## src/rtl/uart_pkg.sv

```systemverilog
// Shared UART definitions: FSM state encoding, oversampling ratio and the
// clock-divisor helper used by both the receive and transmit paths.
package uart_pkg;

  localparam int OVERSAMPLE = 16;

  typedef enum logic [2:0] {
    IDLE   = 3'd0,
    START  = 3'd1,
    DATA   = 3'd2,
    PARITY = 3'd3,
    STOP   = 3'd4
  } uart_state_e;

  // Integer-truncated clocks per tick; os=16 for rx, os=1 for tx.
  function automatic int uart_div(input int clk_freq, input int baud, input int os);
    return clk_freq / (baud * os);
  endfunction

endpackage

```

## src/rtl/uart_baud_gen.sv

```systemverilog
// Free-running divider issuing a one-clock tick every DIV clocks.
// Never re-phased, so the receiver tolerates up to one tick of start-edge jitter.
module uart_baud_gen #(
  parameter int DIV = 325
) (
  input  logic clk,
  input  logic reset,
  output logic tick
);

  localparam int CW = (DIV > 1) ? $clog2(DIV) : 1;
  localparam logic [CW-1:0] LAST = CW'(DIV - 1);

  logic [CW-1:0] cnt_q, cnt_d;
  logic          tick_q, tick_d;

  // Next-count and tick decode.
  always_comb begin
    cnt_d  = cnt_q;
    tick_d = 1'b0;
    if (cnt_q == LAST) begin
      cnt_d  = '0;
      tick_d = 1'b1;
    end else begin
      cnt_d  = cnt_q + CW'(1);
      tick_d = 1'b0;
    end
  end

  // Divider and tick registers.
  always_ff @(posedge clk or negedge reset) begin
    if (!reset) begin
      cnt_q  <= '0;
      tick_q <= 1'b0;
    end else begin
      cnt_q  <= cnt_d;
      tick_q <= tick_d;
    end
  end

  assign tick = tick_q;

endmodule

```

## src/rtl/uart_rx.sv

```systemverilog
// UART receiver: 16x oversampled serial line to N-bit word with parity and
// stop-bit checking, returning to IDLE at mid-stop so back-to-back frames work.
module uart_rx
  import uart_pkg::*;
#(
  parameter int N         = 8,
  parameter int M         = 1,
  parameter int PARITY_EN = 0,
  parameter int BAUD_RATE = 9600,
  parameter int CLK_FREQ  = 50000000
) (
  input  logic         clk,
  input  logic         reset,
  input  logic         rx,
  output logic [N-1:0] data_out,
  output logic         rx_done,
  output logic         parity_err,
  output logic         frame_err,
  output logic         busy
);

  localparam int DIV = uart_div(CLK_FREQ, BAUD_RATE, OVERSAMPLE);
  localparam int BW  = $clog2(((N > M) ? N : M) + 1);
  localparam logic [BW-1:0] LAST_DATA = BW'(N - 1);
  localparam logic [BW-1:0] LAST_STOP = BW'(M - 1);

  logic          tick;
  logic [1:0]    sync_q, sync_d;
  logic          rxs;
  uart_state_e   state_q, state_d;
  logic [3:0]    tcnt_q, tcnt_d;
  logic [BW-1:0] bcnt_q, bcnt_d;
  logic [N-1:0]  shift_q, shift_d;
  logic          perr_q, perr_d;
  logic          ferr_q, ferr_d;
  logic          armed_q, armed_d;
  logic [N-1:0]  data_out_q, data_out_d;
  logic          rx_done_q, rx_done_d;
  logic          parity_err_q, parity_err_d;
  logic          frame_err_q, frame_err_d;
  logic          busy_q, busy_d;

  uart_baud_gen #(.DIV(DIV)) u_baud_gen (
    .clk   (clk),
    .reset (reset),
    .tick  (tick)
  );

  assign rxs = sync_q[1];

  // Synchroniser shift, FSM next state, datapath and output register inputs.
  always_comb begin
    sync_d       = {sync_q[0], rx};
    state_d      = state_q;
    tcnt_d       = tcnt_q;
    bcnt_d       = bcnt_q;
    shift_d      = shift_q;
    perr_d       = perr_q;
    ferr_d       = ferr_q;
    armed_d      = armed_q;
    data_out_d   = data_out_q;
    rx_done_d    = 1'b0;
    parity_err_d = parity_err_q;
    frame_err_d  = frame_err_q;

    case (state_q)
      IDLE: begin
        armed_d = armed_q | rxs;
        if (armed_q && !rxs) begin
          state_d = START;
          tcnt_d  = 4'd0;
          perr_d  = 1'b0;
          ferr_d  = 1'b0;
        end else begin
          state_d = IDLE;
        end
      end
      START: begin
        if (tick && (tcnt_q == 4'd7)) begin
          if (!rxs) begin
            state_d = DATA;
            tcnt_d  = 4'd0;
            bcnt_d  = '0;
          end else begin
            state_d = IDLE;
          end
        end else if (tick) begin
          tcnt_d = tcnt_q + 4'd1;
        end else begin
          tcnt_d = tcnt_q;
        end
      end
      DATA: begin
        if (tick) begin
          tcnt_d = tcnt_q + 4'd1;
          if (tcnt_q == 4'd15) begin
            shift_d = {rxs, shift_q[N-1:1]};
            if (bcnt_q == LAST_DATA) begin
              bcnt_d  = '0;
              state_d = (PARITY_EN != 0) ? PARITY : STOP;
            end else begin
              bcnt_d = bcnt_q + BW'(1);
            end
          end else begin
            shift_d = shift_q;
          end
        end else begin
          tcnt_d = tcnt_q;
        end
      end
      PARITY: begin
        if (tick) begin
          tcnt_d = tcnt_q + 4'd1;
          if (tcnt_q == 4'd15) begin
            perr_d  = (^shift_q) ^ rxs;
            state_d = STOP;
          end else begin
            perr_d = perr_q;
          end
        end else begin
          tcnt_d = tcnt_q;
        end
      end
      STOP: begin
        if (tick) begin
          tcnt_d = tcnt_q + 4'd1;
          if (tcnt_q == 4'd15) begin
            ferr_d = ferr_q | ~rxs;
            if (bcnt_q == LAST_STOP) begin
              // Frame ends at mid-stop; a framing error disarms until the line idles high.
              state_d      = IDLE;
              bcnt_d       = '0;
              armed_d      = ~(ferr_q | ~rxs);
              rx_done_d    = 1'b1;
              data_out_d   = shift_q;
              parity_err_d = perr_q;
              frame_err_d  = ferr_q | ~rxs;
            end else begin
              bcnt_d = bcnt_q + BW'(1);
            end
          end else begin
            ferr_d = ferr_q;
          end
        end else begin
          tcnt_d = tcnt_q;
        end
      end
      default: begin
        state_d = IDLE;
      end
    endcase

    busy_d = (state_d != IDLE);
  end

  // State, datapath and output registers.
  always_ff @(posedge clk or negedge reset) begin
    if (!reset) begin
      sync_q       <= 2'b11;
      state_q      <= IDLE;
      tcnt_q       <= 4'd0;
      bcnt_q       <= '0;
      shift_q      <= '0;
      perr_q       <= 1'b0;
      ferr_q       <= 1'b0;
      armed_q      <= 1'b1;
      data_out_q   <= '0;
      rx_done_q    <= 1'b0;
      parity_err_q <= 1'b0;
      frame_err_q  <= 1'b0;
      busy_q       <= 1'b0;
    end else begin
      sync_q       <= sync_d;
      state_q      <= state_d;
      tcnt_q       <= tcnt_d;
      bcnt_q       <= bcnt_d;
      shift_q      <= shift_d;
      perr_q       <= perr_d;
      ferr_q       <= ferr_d;
      armed_q      <= armed_d;
      data_out_q   <= data_out_d;
      rx_done_q    <= rx_done_d;
      parity_err_q <= parity_err_d;
      frame_err_q  <= frame_err_d;
      busy_q       <= busy_d;
    end
  end

  assign data_out   = data_out_q;
  assign rx_done    = rx_done_q;
  assign parity_err = parity_err_q;
  assign frame_err  = frame_err_q;
  assign busy       = busy_q;

endmodule

```

## config.mk

```make
export PLATFORM = sky130hd
export DESIGN_NAME = uart_rx
export DESIGN_NICKNAME = d
export VERILOG_FILES = /design/src/rtl/uart_pkg.sv /design/src/rtl/uart_baud_gen.sv /design/src/rtl/uart_rx.sv
export SDC_FILE = /design/constraint.sdc
export NUM_CORES = 1
export LEC_CHECK = 0
export ABC_AREA = 1
export CORE_ASPECT_RATIO = 1.1
export CORE_MARGIN = 5
export CORE_UTILIZATION = 59
export CTS_CLUSTER_SIZE = 20
export DETAILED_ROUTE_END_ITERATION = 12
export GPL_TIMING_DRIVEN = 0
export MAX_ROUTING_LAYER = met4
export PLACE_DENSITY = 0.88
export SETUP_SLACK_MARGIN = 0.5
export SYNTH_ARGS = -nofsm -noshare
export SYNTH_HDL_FRONTEND = slang
export SYNTH_HIERARCHICAL = 1
export SYNTH_SLANG_ARGS = --single-unit
```

## constraint.sdc

```tcl
create_clock -name clk -period 1.7 [get_ports clk]
set_clock_uncertainty 0.05 [all_clocks]
set_input_delay 0.51 -clock clk [delete_from_list [all_inputs] [get_ports clk]]
set_output_delay 0.51 -clock clk [all_outputs]
set_load 0.01 [all_outputs]
```

After elaboration in Yosys (flattened, before gate mapping). Index checks and enable logic that the tools add are counted.

Eq/ne operators: 19. Bitwise operators: 5. Muxes and demuxes: 42. Add/subtract/negate cells: 3. Reductions and logical operators: 19.

Operator list (count): $mux W4 (11); $mux W3 (9); $pmux W4 S3 (2); $reduce_and A4 Y1 (4); $pmux W3 S5 (1); $mux W1 (14); $ne A2 B2 Y1 const B (7); $add A9 B1 Y9 const B (1); $eq A9 B9 Y1 const B (1); $mux W9 (1); $reduce_bool A3 Y1 (3); $add A4 B1 Y4 const B (2); $eq A4 B3 Y1 const B (2); $reduce_xor A8 Y1 (1); $reduce_and A7 Y1 (1); $eq A3 B2 Y1 const B (2); $ne A2 B1 Y1 const B (3); $pmux W1 S2 (3); $reduce_and A3 Y1 (2); $eq A4 B4 Y1 const B (1); $logic_not A4 Y1 (1); $reduce_bool A2 Y1 (2); $eq A3 B1 Y1 const B (1); $eq A3 B3 Y1 const B (1); other kinds (9) (12).

Output and inout bits: 12. Word-level logic and storage cells: 103. Register bits after elaboration: 46. Input port bits: 3.

Depth between registers and ports, before layout. Gate-level depths: netlist of run 1.

Word-level depth: 7. Mapped depth: 11. Gate-level depth less buffers: 11.

Cells and area by module. The synthesis of run 1 kept the hierarchy.

Modules (own cells, without submodules): uart_rx (instances 1, seq. area each 904.6 µm², cells each 248, area each 1979.4 µm²); uart_baud_gen (instances 1, seq. area each 250.2 µm², cells each 68, area each 505.5 µm²).

Worst setup path before layout of run 1. OpenSTA, ideal clock, no wires.

Path type: register to register. Start point: reg tcnt_q[0]. End point: reg bcnt_q[3]. Clock period less this slack: 1.411 ns. Setup slack: 0.289 ns. Data arrival time: 1.278 ns. Buffers on the path: 0. Cell stages (with the launch flop): 10. Library setup time: 0.083 ns. Required time: 1.567 ns. Cells stage by stage: dfrtp_1 > ha_1 > inv_1 > nor2_4 > nand2_1 > nand2_1 > nand3_2 > nor2_4 > nand3_1 > o21ai_0.

Cells in the longest elaborated chain, start to end: 4. Elaborated cells on any way between the ends: 7. Those cells by class: eq/ne: 5; reduce/logical: 2.

Ends and longest elaborated chain: from (decl) (RTL line uart_rx.sv:31) `logic [3:0] tcnt_q, tcnt_d;`; from (signal assigned) (RTL line uart_rx.sv:175) `tcnt_q <= tcnt_d;`; $eq A4 B3 Y1 (RTL line uart_rx.sv:79) `if (tick && (tcnt_q == 4'd7)) begin`; $logic_and A1 B1 Y1 (RTL line uart_rx.sv:79); $ne A2 B2 Y1 (no source line); $reduce_and A7 Y1 (no source line) *; to (signal assigned) (RTL line uart_rx.sv:176) `bcnt_q <= bcnt_d;`; to (decl) (RTL line uart_rx.sv:32) `logic [BW-1:0] bcnt_q, bcnt_d;`.

Mark *: on every way between the ends. The rest lies on a longest branch, timed or not. A chain may end at the register's enable or synchronous reset.

Worst setup path in the final report of run 1.
Start point: reg tcnt_q[0]. End point: reg busy_q, in the netlist busy.

Cells in the longest elaborated chain, start to end: 5. Elaborated cells on any way between the ends: 12. Those cells by class: eq/ne: 2; mux: 8; reduce/logical: 2.

Ends and longest elaborated chain: $eq A4 B4 Y1 or $eq A4 B3 Y1 (tied branches); $mux W3, or another cell as far along (RTL line uart_rx.sv:127) `if (tcnt_q == 4'd15) begin`; $mux W3, on equally long branches; $pmux W3 S5 * (RTL line uart_rx.sv:66) `case (state_q)`; $reduce_bool A3 Y1 * (RTL line uart_rx.sv:153) `busy_d = (state_d != IDLE);`; via busy_d (RTL line uart_rx.sv:41) `logic busy_q, busy_d;`; to (signal assigned) (RTL line uart_rx.sv:185) `busy_q <= busy_d;`; to (decl) (RTL line uart_rx.sv:41).

Mark *: on every way through the listed nets, which the timed path passes. The rest lies on a longest branch.

==> flow_summary.yaml, run 1 <==
final_layout:
  final_util: 0.846
  fillCellCount: 201
  finalNonFillerCells: 424
  design_area_sq_um: 3400
  area_delta_synth_final_pct: 37.0
  multi_input_area_sq_um: 1430
  n_antenna_cell: 0
  drive_gt1_frac: 0.411
  fin_nets: 380
  layout.area.seq_sq_um: 1160
worst_setup_path:
  start_kind: "flip-flop"
  worstPathArrival_ns: 1.67
  worstSetupPathType: "reg2reg"
  crit_path_end_kind: "flip-flop"
  cp_max_fo: 4
  required_ns: 1.85
  r2r_setup_slack_ns: 0.17
logic_synthesis:
  synth_common_cells: "107 x nand2_1, 43 x dfrtp_1, 41 x inv_1"
  ys_ff_latch: 46
  yosysTopAreaCell: "dfrtp_1"
  seq_area_frac_synth: 0.465
  synth_top_area_frac: 0.433
  syn_inst: 316
  yosysMostFrequentCell: "nand2_1"
  yosysWarnings: 6
  synth-edff-count: 0
  syn_nets: 325
  synth.distinct_cells: 25
  synthFlopType: "dfrtp_1"
  netlist_top_cells_area: "dfrtp_1 43%, nand2_1 16%, inv_1 6.2%, nand3_1 6.0%, o21ai_2 5.6%"
  synth_area_sq_um: 2480
  syn_avg_cell_area_sq_um: 7.86
  async_flop_share: 1.00
routing:
  routed_wl_mm: 7.73
  viasPerCell: 5.87
  drtIter0Drc: 255
  drc: 0
  postRouteAntennaNets: 0
  wire_per_inst_um: 18.2
  vias: 2487
  dr.pass1.iters: 7
power:
  p_clk_frac: 0.392
  leakage_nw: 1.67
  internal_power_mw: 1.60
  pwr-share-comb: 0.073
  switching_power_mw: 0.513
  power_frac_seq: 0.535
  vdd_drop_max_uv: 659
  p_sw_frac: 0.242
  power_density_nw_per_um2: 622
flow_run:
  cap_violations: 0
sta:
  whs_ns: 0.0835
  fin_tns_setup_ns: 0
  relSlewSlack: 0.705
  fin_crit_ns: 1.53
  tightest_slew_ns: 0.443
  hold_violations: 0
  rsz0062_at_grt: "true"
  clock.fmax_mhz: 655
  setup_viol: 0
  drv_slew: 0
  finalCritPeriodShare: 0.898
placed_design:
  placedInstanceArea_sq_um: 2730
  port_buffers: 14
  dp_hpwl_mm: 3.59
  gp_congestion: 0.928
  placed_cells: 383
global_route:
  grt_max_degree: 30
  grt_pass1_wl_mm: 10.2
  grt_overflow_total: 0
  grt_pass1_vias: 2321
  track_usage: 0.234
  grt_antenna_before_repair: 0
clock_tree:
  cts_sinks: 46
  cts_max_level: 2
  clk_latency_ns: 0.31
  cts_hold_buf: 0
  cts_buffers: 5
  clock_path_buffers: 2
  cts-root-buf: "clkbuf_8"
  clkTransAtPathRegs_ns: 0.09
  cts_tree: "done"
floorplanning:
  core_area_sq_um: 4020
  initial_core_util: 0.618
  io_pins: 15
  die-height_um: 78.1
  die_x_um: 71.9
  std_cell_rows: 24
  fp.dieArea_sq_um: 5610
min_path:
  holdCritPathClass: "in2async"
outcome:
  status: "finished clean"
worst max-delay path, stage by stage (launching register included):
cell and delay (ns):
dfrtp_2 0.47, ha_4 0.20, nand3_4 0.12, clkinv_4 0.10, buf_12 0.14, nand3_2 0.06
nand3_2 0.09, nand2_2 0.12, nand2_1 0.08
cell usage in the layout (no fill, tap or decap), types with 4 or more instances in the layout:
master and n:
a21oi_1 5, buf_2 10, buf_4 27, buf_6 7, clkbuf_8 5, dfrtp_1 38
dfrtp_2 5, ha_4 4, inv_1 28, inv_2 12, nand2_1 88, nand2_2 10
nand2_4 10, nand3_1 23, nand3_2 6, nand3_4 4, nor2_1 17, nor2_2 8
nor2_4 6, o21ai_0 4, o21ai_2 17, xor2_1 6
sequential cells by signal (all words and copies together) (netlist names), 2 cells and up:
signal            flops
u_baud_gen/cnt_q      9
data_out              8
shift_q               8
bcnt_q                4
tcnt_q                4
state_q               3
sync_q                2
final timing paths:
| check | startpoint | endpoint | depth (start not counted) |
|---|---|---|---|
| min in group clk | sync_q[0] | sync_q[1] | 0 |
| setup reg to reg | tcnt_q[0] | busy | 8 |
| hold / removal | reset | state_q[1] | 1 |
| max in group asynchronous | reset | armed_q | 2 |
| setup / recovery | tcnt_q[0] | busy | 8 |
| hold reg to reg | sync_q[0] | sync_q[1] | 0 |
layout make-up:
class | count | area share
Multi-Input combinational cell | 223 | 0.420
Clock buffer | 6 | 0.0213
Inverter | 44 | 0.0522
Timing Repair Buffer | 48 | 0.123
Sequential cell | 46 | 0.341
Buffer | 3 | 0.0121
Clock inverter | 2 | 0.0110
Tap cell | 52 | 0.0191
power by group through the flow:
stage | clock network, mW | logic, mW | registers, mW
5_1_grt | 0.887 | 0.174 | 1.14
4_1_cts | 0.819 | 0.137 | 1.13
2_1_floorplan | 0 | 0.0778 | 1.15
6_report | 0.829 | 0.154 | 1.13
3_3_place_gp | 0 | 0.126 | 1.15
3_5_place_dp | 0 | 0.132 | 1.15
cell families (layout without fill, tap and decap cells):
| family | count (synthesis) | after routing | share of synthesized area |
|---|---|---|---|
| buffers and inverters | 47 | 103 | 0.0786 |
| adders and majority gates | 6 | 6 | 0.0302 |
| DFF | 46 | 46 | 0.465 |
| xor gates and xnor gates | 8 | 8 | 0.0282 |
| and+or+nand+nor | 175 | 175 | 0.302 |
| AOI/OAI and AO/OA | 34 | 34 | 0.0967 |
through the flow:
stage               power, mW  setup WS [ns]
detailed placement       1.29          0.144
floorplan                1.23          0.327
global placement         1.28          -1.12
CTS                      2.09          0.237
finish                   2.12          0.173
global route             2.20          0.101
per-layer routing:
layer	global-route usage	share of wire	up-vias
met2	0.401	0.52	167
met3	0.0473	0.072	44
met5	-	0	-
li1	-	-	1095
met1	0.249	0.36	1181
met4	0.135	0.051	0
what timing repair did:
action	in CTS	in global routing
hold endpoints to repair	0	0
cloned	1	0
buffers inserted	16	16
pin swaps	14	16
resized for setup	82	61
setup endpoints to repair	53	55
Power figures use the tool's default switching activity.
==> run 2: changes to the inputs <==
--- a/config.mk
+++ b/config.mk
@@ -7,13 +7,12 @@
 export LEC_CHECK = 0
 export ABC_AREA = 1
 export CORE_ASPECT_RATIO = 1.1
-export CORE_MARGIN = 5
-export CORE_UTILIZATION = 59
+export CORE_UTILIZATION = 50
 export CTS_CLUSTER_SIZE = 20
 export DETAILED_ROUTE_END_ITERATION = 12
 export GPL_TIMING_DRIVEN = 0
 export MAX_ROUTING_LAYER = met4
-export PLACE_DENSITY = 0.88
+export PLACE_DENSITY = 0.78
 export SETUP_SLACK_MARGIN = 0.5
 export SYNTH_ARGS = -nofsm -noshare
 export SYNTH_HDL_FRONTEND = slang
==> flow_summary.yaml, run 2 (synthesis results as in run 1) <==
sta:
  fin_tns_setup_ns: 0
  drv_slew: 0
  setup_viol: 0
  rsz0062_at_grt: "true"
  finalCritPeriodShare: 0.891
  clock.fmax_mhz: 660
  relSlewSlack: 0.650
  fin_crit_ns: 1.51
  tightest_slew_ns: 0.525
  hold_violations: 0
final_layout:
  final_util: 0.706
  fillCellCount: 335
  area_delta_synth_final_pct: 34.1
  largest_register_ffs: 9
  mostFrequentLayoutCells: "90 x nand2_1, 36 x dfrtp_1, 32 x buf_4"
  n_antenna_cell: 0
  final_common_cell: "nand2_1"
  top_register: "u_baud_gen/cnt_q"
  design_area_sq_um: 3330
  drive_gt1_frac: 0.427
  fin_nets: 383
placed_design:
  dp_hpwl_mm: 3.43
  port_buffers: 14
  placedInstanceArea_sq_um: 2740
  gp_congestion: 0.908
outcome:
  status: "finished clean"
global_route:
  grt_overflow_total: 0
  grt_max_degree: 26
  track_usage: 0.220
  grt_pass1_wl_mm: 9.05
  grt_pass1_vias: 2074
  grt_antenna_before_repair: 0
worst_setup_path:
  worstPathArrival_ns: 1.64
  cp_max_fo: 4
  required_ns: 1.83
  start_kind: "flip-flop"
  worstSetupPathType: "reg2reg"
  reg2reg_depth: 9
  crit_path_end_kind: "flip-flop"
routing:
  vias: 2234
  postRouteAntennaNets: 0
  dr.pass1.iters: 6
  routed_wl_mm: 5.87
  wl_met3_um: 208
  viasPerCell: 5.18
  drc: 0
  top_layer_used: "met4"
  dr_wl_met2_mm: 3.08
  drtIter0Drc: 121
  wire_per_inst_um: 13.6
  met1Wirelength_mm: 2.42
floorplanning:
  std_cell_rows: 26
  initial_core_util: 0.527
  fp.dieArea_sq_um: 5260
  core_area_sq_um: 4720
  io_pins: 15
  die_x_um: 69.2
  die-height_um: 75.9
power:
  p_sw_frac: 0.243
  vdd_drop_max_uv: 523
  leakage_nw: 1.65
  p_clk_frac: 0.330
  power_density_nw_per_um2: 580
  pwr-share-comb: 0.084
  power_frac_seq: 0.587
  internal_power_mw: 1.46
  switching_power_mw: 0.469
  power.total_mw: 1.93
clock_tree:
  cts_tree: "done"
  cts_sinks: 46
  cts_buffers: 5
  clk_latency_ns: 0.30
  cts_max_level: 2
  cts_hold_buf: 0
  clkTransAtPathRegs_ns: 0.08
  clock_path_buffers: 2
  cts-root-buf: "clkbuf_8"
flow_run:
  cap_violations: 0
min_path:
  holdCritPathClass: "in2async"
==> run 2: cell types whose count changed in the layout (fill, tap and decap cells not counted), moves of 3 or more <==
| cell | previous run | this run |
|---|---|---|
| buf_4 | 27 | 32 |
| o21ai_2 | 17 | 20 |
| nand2_2 | 10 | 17 |
| nand3_1 | 23 | 20 |
| buf_2 | 10 | 13 |
| nand2_4 | 10 | 2 |
==> run 2: cell type report <==
type,count,area (sq um),area share
multi-input combinational,223,1410,0.424
sequential,46,1160,0.349
clock buffer,8,80.1,0.0240
inverter,44,183,0.0548
tap,56,70.1,0.0210
timing repair buffer,51,380,0.114
buffer,3,41.3,0.0124
==> run 2: critical path, cell delays in order (launching register included) <==
cell and delay, ns:
dfrtp_2 0.47, ha_4 0.18, buf_4 0.12, buf_4 0.13
xnor2_2 0.12, nand2_1 0.08, o21ai_2 0.07, nor2_1 0.06
nand2_1 0.06, o211ai_1 0.08
==> run 2: final timing paths <==
check	start	to	slack (ns)
worst max-delay path	tcnt_q[1]	tcnt_q[2]	0.19
worst min-delay path	reset	u_baud_gen/cnt_q[6]	0.14
worst max register to register	tcnt_q[1]	tcnt_q[2]	0.19
worst min register to register	sync_q[0]	sync_q[1]	0.31
max in group asynchronous	reset	sync_q[1]	0.88
min in group clk	sync_q[0]	sync_q[1]	0.31
==> run 2: routing by layer <==
layer	GRT usage	vias up
met3	0.0412	21
met1	0.263	1061
li1	-	1100
met2	0.372	52
met5	-	-
met4	0.0776	0
==> run 2: power by group through the flow <==
stage	registers, mW	logic [mW]	clock network (mW)
2_1_floorplan	1.15	0.0778	0
3_3_place_gp	1.15	0.127	0
3_5_place_dp	1.15	0.135	0
4_1_cts	1.13	0.142	0.648
5_1_grt	1.14	0.180	0.704
6_report	1.13	0.162	0.637
==> run 2: repair_timing <==
| item | 4_1_cts | 5_1_grt |
|---|---|---|
| endpoints found under the setup margin | 54 | 55 |
| cloned | 0 | 0 |
| pin swaps | 11 | 21 |
| resized for setup | 73 | 67 |
| buffers inserted | 21 | 15 |
==> run 2: per-stage QoR <==
stage | cells | hold slack (ns) | setup WS, ns
2_1_floorplan | 316 | 0.164 | 0.327
3_3_place_gp | 386 | 0.296 | -1.18
3_5_place_dp | 387 | 0.297 | 0.137
4_1_cts | 416 | 0.153 | 0.247
5_1_grt | 431 | 0.164 | 0.0459
6_report | 431 | 0.136 | 0.185
==> run 3: changes to the inputs <==
--- a/config.mk
+++ b/config.mk
@@ -7,12 +7,12 @@
 export LEC_CHECK = 0
 export ABC_AREA = 1
 export CORE_ASPECT_RATIO = 1.1
-export CORE_UTILIZATION = 50
+export CORE_UTILIZATION = 59
 export CTS_CLUSTER_SIZE = 20
 export DETAILED_ROUTE_END_ITERATION = 12
 export GPL_TIMING_DRIVEN = 0
 export MAX_ROUTING_LAYER = met4
-export PLACE_DENSITY = 0.78
+export PLACE_DENSITY = 0.88
 export SETUP_SLACK_MARGIN = 0.5
 export SYNTH_ARGS = -nofsm -noshare
 export SYNTH_HDL_FRONTEND = slang
==> flow_summary.yaml, run 3 (synthesis results as in run 1) <==
outcome:
  status: "finished clean"
sta:
  rsz0062_at_grt: "true"
  clock.fmax_mhz: 673
  finalCritPeriodShare: 0.874
  setup_ws_ns: 0.214
  relSlewSlack: 0.750
  tightest_slew_ns: 0.375
  hold_violations: 0
  drv_slew: 0
  fin_crit_ns: 1.49
  fin_tns_setup_ns: 0
  setup_viol: 0
placed_design:
  post-place-ws_ns: 0.124
  placedInstanceArea_sq_um: 2730
  port_buffers: 14
  placed_cells: 383
  gp_congestion: 0.918
  dp_hpwl_mm: 3.53
clock_tree:
  clock_path_buffers: 2
  cts_max_level: 2
  cts_buffers: 5
  clk_latency_ns: 0.31
  cts-root-buf: "clkbuf_8"
  cts_tree: "done"
  cts_sinks: 46
  clkTransAtPathRegs_ns: 0.09
power:
  p_sw_frac: 0.243
  pwr-share-comb: 0.082
  vdd_drop_max_uv: 630
  switching_power_mw: 0.470
  leakage_nw: 1.64
  power_density_nw_per_um2: 607
  power_frac_seq: 0.587
  internal_power_mw: 1.46
  p_clk_frac: 0.331
routing:
  vias: 2291
  routed_wl_mm: 6.09
  dr.pass1.iters: 4
  viasPerCell: 5.44
  wire_per_inst_um: 14.5
  drtIter0Drc: 128
  postRouteAntennaNets: 0
  drc: 0
final_layout:
  top_register: "u_baud_gen/cnt_q"
  largest_register_ffs: 9
  design_area_sq_um: 3190
  mostFrequentLayoutCells: "94 x nand2_1, 37 x dfrtp_1, 29 x inv_1"
  final_util: 0.798
  area_delta_synth_final_pct: 28.3
  finalNonFillerCells: 421
  fin_nets: 377
  drive_gt1_frac: 0.369
  n_antenna_cell: 0
  final_common_cell: "nand2_1"
floorplanning:
  fp.dieArea_sq_um: 4480
  core_area_sq_um: 3990
  die_x_um: 63.9
  die-height_um: 70.1
  io_pins: 15
  std_cell_rows: 24
  initial_core_util: 0.622
global_route:
  grt_overflow_total: 0
  grt_max_degree: 39
  grt_pass1_wl_mm: 9.85
  track_usage: 0.293
  grt_antenna_before_repair: 0
  grt_pass1_vias: 2241
worst_setup_path:
  crit_path_end_kind: "flip-flop"
  reg2reg_depth: 7
  cp_max_fo: 8
  worstPathArrival_ns: 1.66
  worstSetupPathType: "reg2reg"
  required_ns: 1.87
  start_kind: "flip-flop"
flow_run:
  cap_violations: 0
min_path:
  holdCritPathClass: "in2async"
==> run 3: cell types whose count changed in the layout (fill, tap and decap cells not counted), moves of 3 or more <==
| cell | change |
|---|---|
| nand3_1 | +4 |
| buf_6 | -3 |
| nor2_4 | -3 |
| nand2_1 | +4 |
| buf_4 | -6 |
| nand2_2 | -4 |
| nand3_4 | -4 |
==> run 3: routing by layer <==
layer  part of all wire  wire length (um)  track usage
met1               0.38              2330        0.331
met2               0.53              3220        0.500
met3              0.052               314       0.0523
met4              0.037               226        0.134
met5                  0                 0            -
==> run 3: path summary, 6_finish.rpt <==
| check | startpoint | to | slack (ns) |
|---|---|---|---|
| max in group asynchronous | reset | sync_q[0] | 1.04 |
| hold / removal | reset | rx_done | 0.0003 |
| hold reg to reg | sync_q[0] | sync_q[1] | 0.31 |
| min in group clk | sync_q[0] | sync_q[1] | 0.31 |
| setup reg to reg | tcnt_q[1] | bcnt_q[0] | 0.21 |
| setup / recovery | tcnt_q[1] | bcnt_q[0] | 0.21 |
==> run 3: area by class of cell <==
type,instances,area [sq um]
Buffer,3,41.3
Timing Repair Buffer,45,374
Tap cell,52,65.1
Sequential cell,46,1160
Inverter,44,173
Multi-Input combinational cell,223,1290
Clock buffer,8,80.1
Fill cell,257,806
==> run 3: repair_timing <==
| item | 4_1_cts | 5_1_grt |
|---|---|---|
| hold endpoints to repair | 0 | 0 |
| gates cloned | 1 | 0 |
| pin swaps | 8 | 10 |
| setup buffers | 19 | 10 |
| hold buffers | 0 | 0 |
| endpoints found under the setup margin | 53 | 55 |
| gates resized for setup | 69 | 38 |
==> run 3: power groups by stage <==
stage | Clock [mW] | Combinational, mW | Sequential (mW)
6_report | 0.639 | 0.159 | 1.14
5_1_grt | 0.678 | 0.176 | 1.14
4_1_cts | 0.656 | 0.143 | 1.13
3_5_place_dp | 0 | 0.134 | 1.15
3_3_place_gp | 0 | 0.127 | 1.15
2_1_floorplan | 0 | 0.0778 | 1.15
==> run 3: critical path, stage by stage (launching register included) <==
cell and delay [ns]:
dfrtp_2 0.43, ha_2 0.20, nand2_1 0.08, nor2_4 0.18
a21oi_2 0.09, nor2_4 0.19, nand3_2 0.09, o21ai_1 0.09
==> run 3: through the flow <==
step / power (mW) / hold WS [ns]
2_1_floorplan: 1.23 / 0.164
3_3_place_gp: 1.28 / 0.297
3_5_place_dp: 1.29 / 0.302
4_1_cts: 1.93 / 0.0116
5_1_grt: 1.99 / 0.0150
6_report: 1.93 / 0.000313
